**src/rtl/color_map_dma.sv**
```systemverilog
// color_map_dma: streams per-pixel iteration counts from the MIG read FIFO
// through an external palette LUT and burst-writes 24-bit colours back to
// the frame buffer.
// Ports:
//   clk, reset (async, active-low), mem_calib_done (async)
//   frame control : total_pixels, max_iter, continuous, start, anim_en,
//                   busy, frame_done, dbg_state
//   read FIFO     : rd_data, rd_count, rd_empty, rd_en
//   write FIFO    : wr_count, wr_empty, wr_data, wr_en
//   palette       : lut_addr, lut_color (valid LUT_LAT edges after lut_addr)
//   MIG command   : cmd_instr, cmd_bl, cmd_byte_addr, cmd_en
module color_map_dma #(
    parameter int unsigned BURST_MAX    = 64,
    parameter logic [29:0] SRC_BASE     = 30'd0,
    parameter logic [29:0] DST_BASE     = 30'd5242880,
    parameter int unsigned LUT_AW       = 8,
    parameter int unsigned LUT_LAT      = 1,
    parameter int unsigned ANIM_DIV_W   = 24,
    parameter logic [23:0] INSIDE_COLOR = 24'h000000
) (
    input  logic              clk,
    input  logic              reset,
    input  logic              mem_calib_done,
    input  logic [20:0]       total_pixels,
    input  logic [31:0]       max_iter,
    input  logic              continuous,
    input  logic              start,
    input  logic              anim_en,
    output logic              busy,
    output logic              frame_done,
    output logic [3:0]        dbg_state,
    input  logic [31:0]       rd_data,
    input  logic [6:0]        rd_count,
    input  logic              rd_empty,
    output logic              rd_en,
    input  logic [6:0]        wr_count,
    input  logic              wr_empty,
    output logic [31:0]       wr_data,
    output logic              wr_en,
    output logic [LUT_AW-1:0] lut_addr,
    input  logic [23:0]       lut_color,
    output logic [2:0]        cmd_instr,
    output logic [5:0]        cmd_bl,
    output logic [29:0]       cmd_byte_addr,
    output logic              cmd_en
);

    localparam int unsigned PIX_W  = 21;
    localparam int unsigned AMT_W  = 7;
    localparam int unsigned ADDR_W = 30;

    typedef enum logic [3:0] {
        S_CAL     = 4'd0,
        S_IDLE    = 4'd1,
        S_RD_CMD  = 4'd2,
        S_RD_WAIT = 4'd3,
        S_STREAM  = 4'd4,
        S_DRAIN   = 4'd5,
        S_WR_CMD  = 4'd6,
        S_WR_WAIT = 4'd7,
        S_DONE    = 4'd8
    } state_t;

    state_t              state;
    logic                calib_meta, calib_sync;
    logic [PIX_W-1:0]    tp, pix_idx;
    logic [31:0]         mi;
    logic [LUT_AW-1:0]   frame_off, offset;
    logic [AMT_W-1:0]    amt, cnt;
    logic [ANIM_DIV_W-1:0] anim_cnt;
    logic [LUT_LAT-1:0]  v_sr, in_sr;

    logic [PIX_W-1:0]    remain_c, pix_next_c;
    logic [AMT_W-1:0]    amt_c;
    logic [ADDR_W-1:0]   src_addr_c, dst_addr_c;

    // Burst sizing and byte addresses (30-bit, wrapping).
    always_comb begin
        remain_c   = tp - pix_idx;
        amt_c      = (remain_c >= PIX_W'(BURST_MAX)) ? AMT_W'(BURST_MAX) : AMT_W'(remain_c);
        pix_next_c = pix_idx + PIX_W'(amt);
        src_addr_c = SRC_BASE + (ADDR_W'(pix_idx) << 2);
        dst_addr_c = DST_BASE + (ADDR_W'(pix_idx) << 2);
    end

    assign dbg_state = state;

    // Two-flop synchroniser for the asynchronous calibration flag.
    always_ff @(posedge clk or negedge reset) begin
        if (!reset) begin
            calib_meta <= 1'b0;
            calib_sync <= 1'b0;
        end else begin
            calib_meta <= mem_calib_done;
            calib_sync <= calib_meta;
        end
    end

    // Palette animation: offset steps once per 2**ANIM_DIV_W enabled cycles.
    always_ff @(posedge clk or negedge reset) begin
        if (!reset) begin
            anim_cnt <= '0;
            offset   <= '0;
        end else if (anim_en) begin
            anim_cnt <= anim_cnt + ANIM_DIV_W'(1);
            if (&anim_cnt) offset <= offset + LUT_AW'(1);
        end
    end

    // Pixel pipeline: the valid/inside flags travel alongside the LUT lookup
    // so the colour is captured on the LUT_LAT-th edge after lut_addr launches.
    always_ff @(posedge clk or negedge reset) begin
        if (!reset) begin
            lut_addr <= '0;
            v_sr     <= '0;
            in_sr    <= '0;
            wr_en    <= 1'b0;
            wr_data  <= '0;
        end else begin
            v_sr  <= (v_sr << 1) | LUT_LAT'(rd_en);
            in_sr <= (in_sr << 1) | LUT_LAT'(rd_data >= mi);
            if (rd_en) lut_addr <= rd_data[LUT_AW-1:0] + frame_off;
            wr_en <= v_sr[LUT_LAT-1];
            if (v_sr[LUT_LAT-1])
                wr_data <= {8'h00, in_sr[LUT_LAT-1] ? INSIDE_COLOR : lut_color};
        end
    end

    // Frame sequencer. cmd_en is visible in the first cycle of each *_WAIT
    // state, so the FIFO flags are ignored in that cycle.
    always_ff @(posedge clk or negedge reset) begin
        if (!reset) begin
            state         <= S_CAL;
            busy          <= 1'b0;
            frame_done    <= 1'b0;
            rd_en         <= 1'b0;
            cmd_en        <= 1'b0;
            cmd_instr     <= '0;
            cmd_bl        <= '0;
            cmd_byte_addr <= '0;
            tp            <= '0;
            mi            <= '0;
            frame_off     <= '0;
            pix_idx       <= '0;
            amt           <= '0;
            cnt           <= '0;
        end else begin
            frame_done <= 1'b0;
            cmd_en     <= 1'b0;
            case (state)
                S_CAL: if (calib_sync) state <= S_IDLE;
                S_IDLE: begin
                    if (start || continuous) begin
                        tp        <= total_pixels;
                        mi        <= max_iter;
                        frame_off <= offset;
                        pix_idx   <= '0;
                        busy      <= 1'b1;
                        state     <= (total_pixels == '0) ? S_DONE : S_RD_CMD;
                    end
                end
                S_RD_CMD: begin
                    if (rd_empty) begin
                        amt           <= amt_c;
                        cmd_en        <= 1'b1;
                        cmd_instr     <= 3'b001;
                        cmd_bl        <= 6'(amt_c - AMT_W'(1));
                        cmd_byte_addr <= src_addr_c;
                        state         <= S_RD_WAIT;
                    end
                end
                S_RD_WAIT: begin
                    if (!cmd_en && (rd_count >= amt)) begin
                        rd_en <= 1'b1;
                        cnt   <= amt;
                        state <= S_STREAM;
                    end
                end
                S_STREAM: begin
                    cnt <= cnt - AMT_W'(1);
                    if (cnt == AMT_W'(1)) begin
                        rd_en <= 1'b0;
                        cnt   <= AMT_W'(LUT_LAT);
                        state <= S_DRAIN;
                    end
                end
                S_DRAIN: begin
                    cnt <= cnt - AMT_W'(1);
                    if (cnt == AMT_W'(1)) state <= S_WR_CMD;
                end
                S_WR_CMD: begin
                    cmd_en        <= 1'b1;
                    cmd_instr     <= 3'b000;
                    cmd_bl        <= 6'(amt - AMT_W'(1));
                    cmd_byte_addr <= dst_addr_c;
                    state         <= S_WR_WAIT;
                end
                S_WR_WAIT: begin
                    if (!cmd_en && wr_empty && (wr_count == '0)) begin
                        pix_idx <= pix_next_c;
                        state   <= (pix_next_c == tp) ? S_DONE : S_RD_CMD;
                    end
                end
                S_DONE: begin
                    frame_done <= 1'b1;
                    busy       <= 1'b0;
                    pix_idx    <= '0;
                    state      <= S_IDLE;
                end
                default: state <= S_CAL;
            endcase
        end
    end

endmodule

```
**config.mk**
```make
export PLATFORM = sky130hd
export DESIGN_NAME = color_map_dma
export DESIGN_NICKNAME = d
export VERILOG_FILES = /design/src/rtl/color_map_dma.sv
export SDC_FILE = /design/constraint.sdc
export NUM_CORES = 1
export LEC_CHECK = 0
export BUFFER_PORTS_ARGS = -buffer_cell sky130_fd_sc_hd__buf_2
export CAP_MARGIN = 10
export CORE_MARGIN = 5
export CORE_UTILIZATION = 50
export DETAILED_ROUTE_END_ITERATION = 6
export PLACE_DENSITY = 0.82
export SLEW_MARGIN = 20
export SYNTH_ARGS = -nofsm -noshare
export SYNTH_HDL_FRONTEND = slang
export SYNTH_SLANG_ARGS = --single-unit
```
**constraint.sdc**
```tcl
create_clock -name clk -period 12.9 [get_ports clk]
set_input_delay 1.935 -clock clk [delete_from_list [all_inputs] [get_ports clk]]
set_output_delay 1.935 -clock clk [all_outputs]
set_load 0.1 [all_outputs]
```
==> out/results.ini <==
[outcome]
outcome=finished, final reports clean

[yosys]
yosys_most_used_dff=dfrtp_1
synth.cell_area_um2=12000
syn_inst=1299
synth_edf_count=0
async_flop_share_pct=100
synth_seq_cells=202
yosysWarnings=0
seq_area_frac_synth_pct=42.2
ys_types=70
synth_area_per_cell_um2=9.22

[placement]
io_buffer_count=200
gp_congestion=0.925
pre_cts_slack_ns=7.99
hpwl_mm=23.9

[sta]
period_share_pct=38.2
worstMarginPinSlew_ns=1.01
rsz0062_at_grt=false
slew_headroom_pct=32.4
finalHoldViolCount=0
fin_tns_setup_ns=0
layout_setup_ws_ns=7.97
setup_viol=0
finalMaxSlewViolations=0
fin_crit_ns=4.93
clock_skew_ns=0.0101
fin_hold_ws_ns=0.356
clock.fmax_ghz=0.203

[routing]
dr.pass1.iters=5
wire_per_inst_um=17.5
drc_errors=0
antenna_left=0
vias=10200
drt_iter0_markers=939
drt_wl_total_mm=31.8
vias_per_cell=5.62

[min_path]
min_to=calib_sync
whs_path_depth=0
min_path_type=flop to flop
hp-start=calib_meta

[clock_tree]
root_buffer=clkbuf_16
h-tree-depth=1
path_clk_slew_ns=0.06
clk-insertion-delay-late_ns=0.52
ctsHoldBuffers=0
clk_path_buf_depth=3
post_cts_buffers=0
cts_inserted_buffers=24
cts.repair.resized=0
cts_tree=done
cts_sinks=202

[setup_path]
crit_type=flop to flop
crit_path_end_kind=flop
reg2reg_depth=19
critical_path.slowest_cell=or4_4
critPathBufInv=2
path_delay_family=compound AO/OA/AOI/OAI gates
reg2reg_slack_ns=7.97
cp.arrival_ns=5.33
path_max_fanout=14
r2r_end=cmd_bl[4]
reg2reg_from=tp[0]
cp-start-kind=flop
required_ns=13.30
crit_chain=inv_1 > ha_1 > inv_1 > fa_1 > a21o_1 > a221o_1 > mux2_4 > o311a_1 > nor4_1 > o211ai_1 > or4_4 > nor3_1 > a21oi_1 > ha_1 > o21ai_0 > nor2_1 > a21oi_1 > o221ai_1 > o32a_1
slowest_delay_ns=0.65

[power_and_ir_drop]
vdd_drop_max_uv=147
p_per_area_nw_per_um2=247
power_leakage_nw=6.66
total_power_w=0.00346

[grt]
grt_pass1_vias=10200
grt_first_pass_wirelength_mm=51.2
grt_start_max_net_pins=118
grt.total_usage_pct=23.3
gr-total-overflow=0
grt_antenna_before_repair=4

[die]
io_pins=219
die_w_um=165
die_area_um2=27200
initial_core_util_pct=50.9
core_um2=23500
num_rows=56
die_h_um=165

[finish]
final_nets=1692
final_layout_size_suffix_gt1_share_pct=19.7
area_delta_synth_final_pct=16.7

[job]
max_cap_viol_count=0

## cells by family after synthesis
family	count (synthesis)	synth area share, %
muxes	45	4.18
other	1	0.0313
adders and majority gates	82	8.75
AOI/OAI and AO/OA	324	16.7
DFF	202	42.2
and+or+nand+nor	384	15.9
xor gates and xnor gates	83	6.07
buffers and inverters	178	6.15
## worst max path at each step
stage,from,slack (ns),endpoint,cells after the start
floorplan,tp[0],8.28,cmd_bl[4],20
global placement,tp[0],8.10,cmd_bl[4],19
detailed placement,tp[0],7.99,cmd_bl[4],19
CTS,tp[0],7.98,cmd_bl[4],19
global route,tp[0],7.58,cmd_bl[4],19
finish,tp[0],7.97,cmd_bl[4],19
## stage by stage
stage	area (um2)	cells	util, %
after floorplan	12000	1316	-
after global placement	13200	1772	56.0
after detailed placement	13200	1772	56.0
after CTS	14000	1816	59.3
after global routing	14000	1819	59.4
final	14000	1819	59.4
## Yosys cell counts (23+ instances only)
| cell | instances | area share (%) |
|---|---|---|
| nor3_1 | 23 | 0.96 |
| dfrtp_1 | 202 | 42 |
| xor2_1 | 29 | 2.1 |
| nor2_1 | 76 | 2.4 |
| nand2_1 | 121 | 3.8 |
| inv_1 | 107 | 3.4 |
| a21o_1 | 38 | 2.4 |
| nand3b_1 | 25 | 1.6 |
| o21ai_0 | 131 | 5.5 |
| nand3_1 | 39 | 1.6 |
| mux2_2 | 36 | 3.4 |
| ha_1 | 79 | 8.2 |
| xnor2_1 | 54 | 3.9 |
| a21oi_1 | 56 | 2.3 |
| clkbuf_1 | 49 | 1.5 |
## routing by layer
layer / vias up / share of wire, % / wire length, um / GRT usage (%)
met5: - / 0.041 / 13 / 0
met4: 2 / 2.3 / 743 / 7.45
met3: 56 / 7.5 / 2400 / 4.62
met2: 339 / 48 / 15100 / 39.1
met1: 4916 / 43 / 13500 / 30.4
li1: 4904 / - / - / -
## registers in the layout (all words and copies together) (netlist names), 4 cells and up
register / flops
offset: 8
cnt: 7
mi: 32
cmd_byte_addr: 22
wr_data: 24
pix_idx: 21
tp: 21
frame_off: 8
amt: 7
cmd_bl: 6
dbg_state: 4
lut_addr: 8
anim_cnt: 24
## area by class of cell
class / instances / area [um2]
fill: 2082 / 9560
multi-input combinational: 936 / 6270
sequential: 202 / 5060
timing repair buffer: 207 / 1070
clock buffer: 34 / 658
inverter: 108 / 405
tap: 319 / 399
clock inverter: 10 / 111
antenna: 3 / 7.51
## cells in the final DEF (no fill, tap or decap), types with 36 or more instances in the layout
master / n
mux2_2: 36
inv_1: 107
ha_1: 79
nand2_1: 121
a21oi_1: 56
nor2_1: 74
nand3_1: 39
a21o_1: 38
buf_2: 199
xnor2_1: 54
o21ai_0: 131
dfrtp_1: 201
## report_power, final
part	leakage [nW]	internal (W)	switching, W
Combinational	3.69	0.000554	0.00126
Clock	0.382	0.000396	0.000264
Sequential	2.59	0.000814	0.000164
Note: power is estimated with default switching activity, not from simulation.
